==> src/rtl/pipe_ctrl_pkg.sv <==
// Shared types and constants for the pipeline stall/flush controller.
package pipe_ctrl_pkg;

    typedef enum logic [0:0] {
        RUN     = 1'b0,
        MD_BUSY = 1'b1
    } md_state_e;

    localparam logic [4:0] REG_ZERO = 5'd0;

    // Write-enable / flush strobes for every pipeline register plus the PC.
    typedef struct packed {
        logic pc_we;
        logic ifid_we;
        logic ifid_flush;
        logic idex_we;
        logic idex_flush;
        logic exmem_we;
        logic exmem_flush;
        logic memwb_we;
    } strobe_t;

    localparam strobe_t STROBE_DEFAULT = '{pc_we: 1'b1, ifid_we: 1'b1, ifid_flush: 1'b0,
                                           idex_we: 1'b1, idex_flush: 1'b0,
                                           exmem_we: 1'b1, exmem_flush: 1'b0, memwb_we: 1'b1};

    // Hold IF and ID, send a bubble into EX.
    localparam strobe_t STROBE_LOADUSE = '{pc_we: 1'b0, ifid_we: 1'b0, ifid_flush: 1'b0,
                                           idex_we: 1'b1, idex_flush: 1'b1,
                                           exmem_we: 1'b1, exmem_flush: 1'b0, memwb_we: 1'b1};

    // Squash the two wrong-path instructions in IF/ID and ID/EX.
    localparam strobe_t STROBE_BRANCH  = '{pc_we: 1'b1, ifid_we: 1'b1, ifid_flush: 1'b1,
                                           idex_we: 1'b1, idex_flush: 1'b1,
                                           exmem_we: 1'b1, exmem_flush: 1'b0, memwb_we: 1'b1};

    // Freeze IF/ID/EX while the mul/div occupies EX; bubble into MEM.
    localparam strobe_t STROBE_MDSTALL = '{pc_we: 1'b0, ifid_we: 1'b0, ifid_flush: 1'b0,
                                           idex_we: 1'b0, idex_flush: 1'b0,
                                           exmem_we: 1'b1, exmem_flush: 1'b1, memwb_we: 1'b1};

    // True when the ID instruction really reads source rs and it names rd.
    function automatic logic src_match(input logic uses, input logic [4:0] rs, input logic [4:0] rd);
        return uses & (rs == rd);
    endfunction

endpackage

==> src/rtl/md_stall_timer.sv <==
// Tracks mul/div occupancy of EX: RUN / MD_BUSY state plus down-counter.
module md_stall_timer
    import pipe_ctrl_pkg::*;
#(
    parameter int MD_LAT = 4
) (
    input  logic clk,
    input  logic Rst,
    input  logic md_start,
    output logic md_busy,
    output logic md_release
);

    // Start cycle already counts as one stall, so the counter loads MD_LAT-2.
    localparam int         MD_INIT_I   = (MD_LAT >= 2) ? (MD_LAT - 2) : 0;
    localparam logic [3:0] MD_INIT     = MD_INIT_I[3:0];
    localparam logic       MD_STALL_EN = (MD_LAT >= 2);

    md_state_e  state_r, state_s;
    logic [3:0] md_cnt_r, md_cnt_s;
    logic       md_busy_s;

    // Next-state, counter update and busy/release decode.
    always_comb begin
        state_s      = state_r;
        md_cnt_s     = md_cnt_r;
        md_busy_s    = 1'b0;
        md_release   = 1'b0;
        case (state_r)
            RUN: begin
                if (md_start && MD_STALL_EN) begin
                    md_busy_s = 1'b1;
                    state_s   = MD_BUSY;
                    md_cnt_s  = MD_INIT;
                end else begin
                    state_s   = RUN;
                end
            end
            MD_BUSY: begin
                if (md_cnt_r != 4'd0) begin
                    md_busy_s = 1'b1;
                    md_cnt_s  = md_cnt_r - 4'd1;
                end else begin
                    md_release = 1'b1;
                    state_s    = RUN;
                end
            end
            default: begin
                state_s  = RUN;
                md_cnt_s = 4'd0;
            end
        endcase
    end

    // Reset forces busy low immediately, not just at the next edge.
    assign md_busy = md_busy_s & ~Rst;

    // State and counter registers; reset aborts any count in progress.
    always_ff @(posedge clk or posedge Rst) begin
        if (Rst) begin
            state_r  <= RUN;
            md_cnt_r <= 4'd0;
        end else begin
            state_r  <= state_s;
            md_cnt_r <= md_cnt_s;
        end
    end

endmodule

==> src/rtl/pipe_hazard_ctrl.sv <==
// Pipeline stall/flush controller: load-use, taken branch and mul/div hazards.
module pipe_hazard_ctrl
    import pipe_ctrl_pkg::*;
#(
    parameter int MD_LAT = 4,
    parameter int CNT_W  = 16
) (
    input  logic             clk,
    input  logic             Rst,
    input  logic [4:0]       id_rs1,
    input  logic [4:0]       id_rs2,
    input  logic             id_uses_rs1,
    input  logic             id_uses_rs2,
    input  logic [4:0]       ex_rd,
    input  logic             ex_mem_read,
    input  logic             ex_branch_taken,
    input  logic             ex_md_start,
    output logic             pc_we,
    output logic             ifid_we,
    output logic             ifid_flush,
    output logic             idex_we,
    output logic             idex_flush,
    output logic             exmem_we,
    output logic             exmem_flush,
    output logic             memwb_we,
    output logic             md_busy,
    output logic [CNT_W-1:0] stall_cycles
);

    logic             md_busy_s;
    logic             md_release_s;
    logic             load_use_s;
    strobe_t          strobe_s;
    logic [CNT_W-1:0] stall_cycles_r;

    md_stall_timer #(
        .MD_LAT(MD_LAT)
    ) u_md_timer (
        .clk       (clk),
        .Rst       (Rst),
        .md_start  (ex_md_start),
        .md_busy   (md_busy_s),
        .md_release(md_release_s)
    );

    // x0 is never a real dependency, so a load targeting it cannot stall.
    assign load_use_s = ex_mem_read & (ex_rd != REG_ZERO) &
                        (src_match(id_uses_rs1, id_rs1, ex_rd) | src_match(id_uses_rs2, id_rs2, ex_rd));

    // Priority mux: reset > mul/div > release > branch > load-use > default.
    always_comb begin
        strobe_s = STROBE_DEFAULT;
        if (Rst) begin
            strobe_s = STROBE_DEFAULT;
        end else if (md_busy_s) begin
            strobe_s = STROBE_MDSTALL;
        end else if (md_release_s) begin
            strobe_s = STROBE_DEFAULT;
        end else if (ex_md_start) begin
            // Single-cycle mul/div: no stall, and a stray branch is dropped.
            strobe_s = STROBE_DEFAULT;
        end else if (ex_branch_taken) begin
            strobe_s = STROBE_BRANCH;
        end else if (load_use_s) begin
            strobe_s = STROBE_LOADUSE;
        end else begin
            strobe_s = STROBE_DEFAULT;
        end
    end

    assign pc_we        = strobe_s.pc_we;
    assign ifid_we      = strobe_s.ifid_we;
    assign ifid_flush   = strobe_s.ifid_flush;
    assign idex_we      = strobe_s.idex_we;
    assign idex_flush   = strobe_s.idex_flush;
    assign exmem_we     = strobe_s.exmem_we;
    assign exmem_flush  = strobe_s.exmem_flush;
    assign memwb_we     = strobe_s.memwb_we;
    assign md_busy      = md_busy_s;
    assign stall_cycles = stall_cycles_r;

    // Saturating count of cycles in which the PC was held.
    always_ff @(posedge clk or posedge Rst) begin
        if (Rst) begin
            stall_cycles_r <= {CNT_W{1'b0}};
        end else if (!strobe_s.pc_we && (stall_cycles_r != {CNT_W{1'b1}})) begin
            stall_cycles_r <= stall_cycles_r + {{(CNT_W-1){1'b0}}, 1'b1};
        end else begin
            stall_cycles_r <= stall_cycles_r;
        end
    end

endmodule

==> config.mk <==
export PLATFORM = sky130hd
export DESIGN_NAME = pipe_hazard_ctrl
export DESIGN_NICKNAME = d
export VERILOG_FILES = /design/src/rtl/pipe_ctrl_pkg.sv /design/src/rtl/md_stall_timer.sv /design/src/rtl/pipe_hazard_ctrl.sv
export SDC_FILE = /design/constraint.sdc
export NUM_CORES = 1
export LEC_CHECK = 0
export BUFFER_PORTS_ARGS = -buffer_cell sky130_fd_sc_hd__buf_2
export CORE_MARGIN = 3
export CORE_UTILIZATION = 52
export CTS_CLUSTER_DIAMETER = 120
export DETAILED_ROUTE_END_ITERATION = 8
export PLACE_DENSITY_LB_ADDON = 0.12
export SYNTH_ARGS = -nofsm -noshare
export SYNTH_HDL_FRONTEND = slang
export SYNTH_SLANG_ARGS = --single-unit
==> constraint.sdc <==
create_clock -name clk -period 5.12 [get_ports clk]
set_clock_uncertainty 0.2 [all_clocks]
set_input_delay 1.536 -clock clk [delete_from_list [all_inputs] [get_ports clk]]
set_output_delay 1.536 -clock clk [all_outputs]
set_load 0.005 [all_outputs]
# ---- After elaboration in Yosys (flattened, before gate mapping)
# Index checks and enable logic that the tools add are counted.
dict set report totals {
  ff_bits 21
  inputBits 22
}
dict set report op_classes {
  n_addsub 2
  eq_ne 5
  mux 14
  bitwise_logic 8
  n_reduce_logical 5
}
# op n
set op_table {}
lappend op_table {{two-way mux 8 bit} 6}
lappend op_table {{adder 16 x 1 -> 16 bit, second input constant} 1}
lappend op_table {{inequality test 16 bit, second input constant} 1}
lappend op_table {{== test 5 bit} 2}
lappend op_table {{two-way mux 4 bit} 2}
lappend op_table {{case mux 4 bit (2 select lines)} 1}
lappend op_table {{bitwise AND 1 bit} 5}
lappend op_table {{nonzero test 5 bit} 1}
lappend op_table {{two-way mux 1 bit} 4}
lappend op_table {{inequality test 2 bit, second input constant} 2}
lappend op_table {{nonzero test 4 bit} 1}
lappend op_table {{subtractor 4 x 1 -> 4 bit, second input constant} 1}
lappend op_table {{inverter 1 bit} 2}
lappend op_table {{case mux 1 bit (2 select lines)} 1}
lappend op_table {{AND reduction 2 bit} 1}
lappend op_table {{logical AND 1 bit} 1}
lappend op_table {{logical NOT 1 bit} 1}
lappend op_table {{bitwise OR 1 bit} 1}

# ---- Depth between registers and ports, before layout
dict set report depth {
  depth_word 12
  mapped_depth 9
  depth_no_buf 9
}

# ---- By module
# A second synthesis with hierarchy kept.
dict set report hier_totals {
  hier_cells 131
  area_unflattened_um2 1266.2
}
# module n_inst cells_each area_each_um2
set modules_own_cells {}
lappend modules_own_cells {pipe_hazard_ctrl 1 102 987.2}
lappend modules_own_cells {md_stall_timer 1 29 279.0}

# ---- Least setup slack after synthesis
# No wires, ideal clock.
dict set report synth_timing {
  path_kind {in2out}
  start {in ex_rd[1]}
  end {out pc_we}
  t_arrival_ns 2.696
  required_ns 3.384
  slack_ns 0.688
  stages 4
  path_buffers 1
  path_cell_list {or4_1 -> o21a_1 -> a31oi_4 -> buf_4}
}
dict set report synth_via {
  elab_chain_cells 10
  elab_cells_between_ends 14
}
# item line
set synth_rtl {}
lappend synth_rtl {{from (decl)} pipe_hazard_ctrl.sv:14} ;# input logic [4:0] ex_rd,
lappend synth_rtl {{== test 5 bit} pipe_ctrl_pkg.sv:44} ;# return uses & (rs == rd);
lappend synth_rtl {{bitwise AND 1 bit} pipe_ctrl_pkg.sv:44}
lappend synth_rtl {{bitwise OR 1 bit} pipe_hazard_ctrl.sv:48} ;# (src_match(id_uses_rs1, id_rs1, ex_rd) | src_match(id_uses_rs2, id_rs2, ex_rd));
lappend synth_rtl {{bitwise AND 1 bit *} pipe_hazard_ctrl.sv:47} ;# assign load_use_s = ex_mem_read & (ex_rd != REG_ZERO) &
lappend synth_rtl {{two-way mux 8 bit *} pipe_hazard_ctrl.sv:64} ;# end else if (load_use_s) begin
lappend synth_rtl {{two-way mux 8 bit *} pipe_hazard_ctrl.sv:62} ;# end else if (ex_branch_taken) begin
lappend synth_rtl {{two-way mux 8 bit *} pipe_hazard_ctrl.sv:59} ;# end else if (ex_md_start) begin
lappend synth_rtl {{two-way mux 8 bit *} pipe_hazard_ctrl.sv:57} ;# end else if (md_release_s) begin
lappend synth_rtl {{two-way mux 8 bit *} pipe_hazard_ctrl.sv:55} ;# end else if (md_busy_s) begin
lappend synth_rtl {{two-way mux 8 bit *} pipe_hazard_ctrl.sv:53} ;# if (Rst) begin
lappend synth_rtl {{to (decl)} pipe_hazard_ctrl.sv:18} ;# output logic pc_we,
# Mark *: on every way between the ends. The rest lies on a longest branch, timed or not.

# ---- Final worst setup path
dict set report layout_timing {
  start {in ex_rd[1]}
  end {out ifid_we}
}
dict set report layout_via {
  elab_chain_cells 10
  elab_cells_between_ends 14
}
# item line
set layout_rtl {}
lappend layout_rtl {{== test 5 bit} pipe_ctrl_pkg.sv:44}
lappend layout_rtl {{bitwise AND 1 bit} pipe_ctrl_pkg.sv:44}
lappend layout_rtl {{bitwise OR 1 bit} pipe_hazard_ctrl.sv:48}
lappend layout_rtl {{bitwise AND 1 bit *} pipe_hazard_ctrl.sv:47}
lappend layout_rtl {{two-way mux 8 bit *} pipe_hazard_ctrl.sv:64}
lappend layout_rtl {{two-way mux 8 bit *} pipe_hazard_ctrl.sv:62}
lappend layout_rtl {{two-way mux 8 bit *} pipe_hazard_ctrl.sv:59}
lappend layout_rtl {{two-way mux 8 bit *} pipe_hazard_ctrl.sv:57}
lappend layout_rtl {{two-way mux 8 bit *} pipe_hazard_ctrl.sv:55}
lappend layout_rtl {{two-way mux 8 bit *} pipe_hazard_ctrl.sv:53}
lappend layout_rtl {{to (decl)} pipe_hazard_ctrl.sv:19} ;# output logic ifid_we,
# Marks and branches as above.

==> flow_summary.json <==
{
  "slew_headroom": 0.473,
  "synth_enable_flop_cells": 0,
  "drv_cap": 0,
  "ant_nets": 0,
  "ys_seq_elements": 21,
  "synth_top_area_frac": 0.418,
  "reg2reg_depth": 9,
  "worst_slack_ns": 0.516,
  "synthSimpleGateAreaFrac": 0.245,
  "path_cells": "buf_2 > or4_1 > o21a_1 > a31oi_4 > buf_2",
  "worstPathRequired_ns": 3.38,
  "grt_pass1_vias": 942,
  "finalWirelength_mm": 2.57,
  "nets": 191,
  "rsz0062_at_grt": "false",
  "syn_to_final_growth_pct": 20.0,
  "cp_data_arrival_time_ns": 2.87,
  "synth-seq-area-share": 0.418,
  "rows": 17,
  "fin_crit_ns": 4.60,
  "die_x_um": 55.2,
  "root_buffer": "clkbuf_4",
  "hold_viol": 0,
  "synth.avg_cell_area_um2": 10.4,
  "synthTopCellsByCount": "xnor2_1 (22), dfrtp_1 (21), nand2_1 (9), nand4_1 (7), nand3_1 (6)",
  "postCtsHoldBufs": 0,
  "post_synth_fa_ha_maj_area_fraction": 0.0299,
  "antenna_found_initial": 0,
  "cpMostUsedCell": "buf_2",
  "netlist_top_cells_area": "dfrtp_1 (42%), xnor2_1 (15%), nand4_1 (3.5%)",
  "gp_congestion": 0.806,
  "cts_buffers": 3,
  "drt_pass1_iterations": 4,
  "dp.cells": 189,
  "max_slew.worst_pin.slew_ns": 0.790,
  "routedWlPerCell_um": 13.3,
  "n_fill_cell": 191,
  "hp-start": "stall_cycles[6]",
  "cts_sinks": 21,
  "tritoncts": "yes",
  "clock_latency_ns": 0.30,
  "finalCritPeriodShare": 0.899,
  "finalNonFillerCells": 193,
  "clockBufferDepth": 2,
  "fin_hold_ws_ns": 0.310,
  "post-cts-setup-buffers": 0,
  "crit_path_end_kind": "output port",
  "power_uw": 578,
  "critPathSlowestCell": "or4_1",
  "slew_violations": 0,
  "synth_top_area_cell": "dfrtp_1",
  "crit_path_max_incr_delay_ns": 0.52,
  "synth_area_um2": 1260,
  "r2r-start": "u_md_timer.md_cnt_r[0]",
  "r2r-end": "stall_cycles[6]",
  "start_util": 0.558,
  "startpoint": "ex_rd[1]",
  "startpoint_type": "input pin",
  "finalSetupViolCount": 0,
  "port_buffers": 44,
  "powerDensity_nw_per_um2": 383,
  "grt_pass1_wl_mm": 4.02,
  "track_usage": 0.190,
  "core_area_um2": 2250,
  "drive_gt1_frac": 0.333,
  "path_class": "in -> out",
  "status": "finished clean",
  "synthXorXnorAreaFrac": 0.174,
  "routed-via-count": 1032,
  "die_h_um": 55.2,
  "vias_per_cell": 5.35,
  "critPathMaxFanout": 6,
  "hpwl_mm": 2.07,
  "async_flop_share": 1.00,
  "fin_tns_setup_ns": 0,
  "synth-compound-area-share": 0.0687,
  "h-tree-depth": 1,
  "synthFlopType": "dfrtp_1",
  "antenna_cells": 0,
  "yosysWarningCount": 0,
  "grt-ovfl-total": 0,
  "yosysMostFrequentCell": "xnor2_1",
  "io_pins": 47,
  "grt_max_degree": 22,
  "muxShareOfSynthArea": 0.0199,
  "ir_drop_mv": 0.249,
  "rrSetupSlack_ns": 2.71,
  "synth_cells": 121,
  "drc": 0,
  "place_ws_ns": 0.504,
  "holdPathEnd": "stall_cycles[6]",
  "clkTransAtPathRegs_ns": 0.11,
  "worstHoldPathCells": 1,
  "fmaxAchievable_mhz": 217,
  "hp-class": "reg -> reg",
  "die_area_um2": 3040,
  "drt_iter0_drc": 13,
  "cts_resized": 0,
  "synth_top_family_by_area": "simple AND/OR/NAND/NOR gates",
  "leakage_nw": 0.724,
  "ys_types": 35
}
## cells by family after synthesis
group / after synthesis
AND/OR/NAND/NOR: 48
multiplexers: 2
buffers and inverters: 10
XOR/XNOR: 25
AO/OA/AOI/OAI: 11
flip-flops: 21
adder cells (fa/ha/maj): 3
other: 1
## layout by cell type (no fill, tap or decap), drive strengths merged, types with 3 or more instances in the layout
cell type / instances
clkbuf: 4
nand2: 9
xor2: 3
and3: 4
nand3: 6
inv: 5
nor2: 3
xnor2: 22
buf: 44
o21ai: 4
nand4: 7
ha: 3
nor3: 7
dfrtp: 21
## power by group
part / total [mW] / switching (mW) / internal, mW
Sequential: 0.259 / 0.0489 / 0.210
Combinational: 0.238 / 0.117 / 0.122
Clock: 0.0803 / 0.0499 / 0.0304
Total: 0.578 / 0.216 / 0.362
## cell type report
class	count	area, um^2	area share
Inverter	5	18.8	0.0124
Sequential cell	21	526	0.348
Clock buffer	4	26.3	0.0174
Multi-Input combinational cell	91	683	0.453
Tap cell	28	35.0	0.0232
Timing Repair Buffer	44	220	0.146
## metal layers
layer	share of wire	routed length, um	up-vias	GRT usage
met5	0	0	-	0
met4	0.019	48	0	0.0850
met3	0.071	183	5	0.0349
met2	0.49	1250	44	0.331
met1	0.42	1090	475	0.225
li1	-	-	508	-
## critical path: cells and delay by family
family                 cells  cell delay, ns
AND/OR/NAND/NOR            1            0.52
buffers and inverters      2            0.29
AO/OA/AOI/OAI              2            0.52
## sequential cells by signal (all words and copies together) (netlist names)
signal / count
stall_cycles: 16
u_md_timer.md_cnt_r: 4
u_md_timer.state_r: 1
## through the flow
step / cell area (um^2) / utilization
after floorplan: 1260 / -
after global placement: 1480 / 0.658
after detailed placement: 1480 / 0.658
after CTS: 1510 / 0.669
after global routing: 1510 / 0.669
final: 1510 / 0.669
## worst max path at each step
stage / to / slack [ns] / depth (start not counted)
after detailed placement: ifid_we / 0.50 / 5
after floorplan: pc_we / 0.69 / 4
final: ifid_we / 0.52 / 5
after global routing: pc_we / 0.46 / 5
after global placement: ifid_we / 0.52 / 5
after CTS: ifid_we / 0.50 / 5
Power figures use the tool's default switching activity.
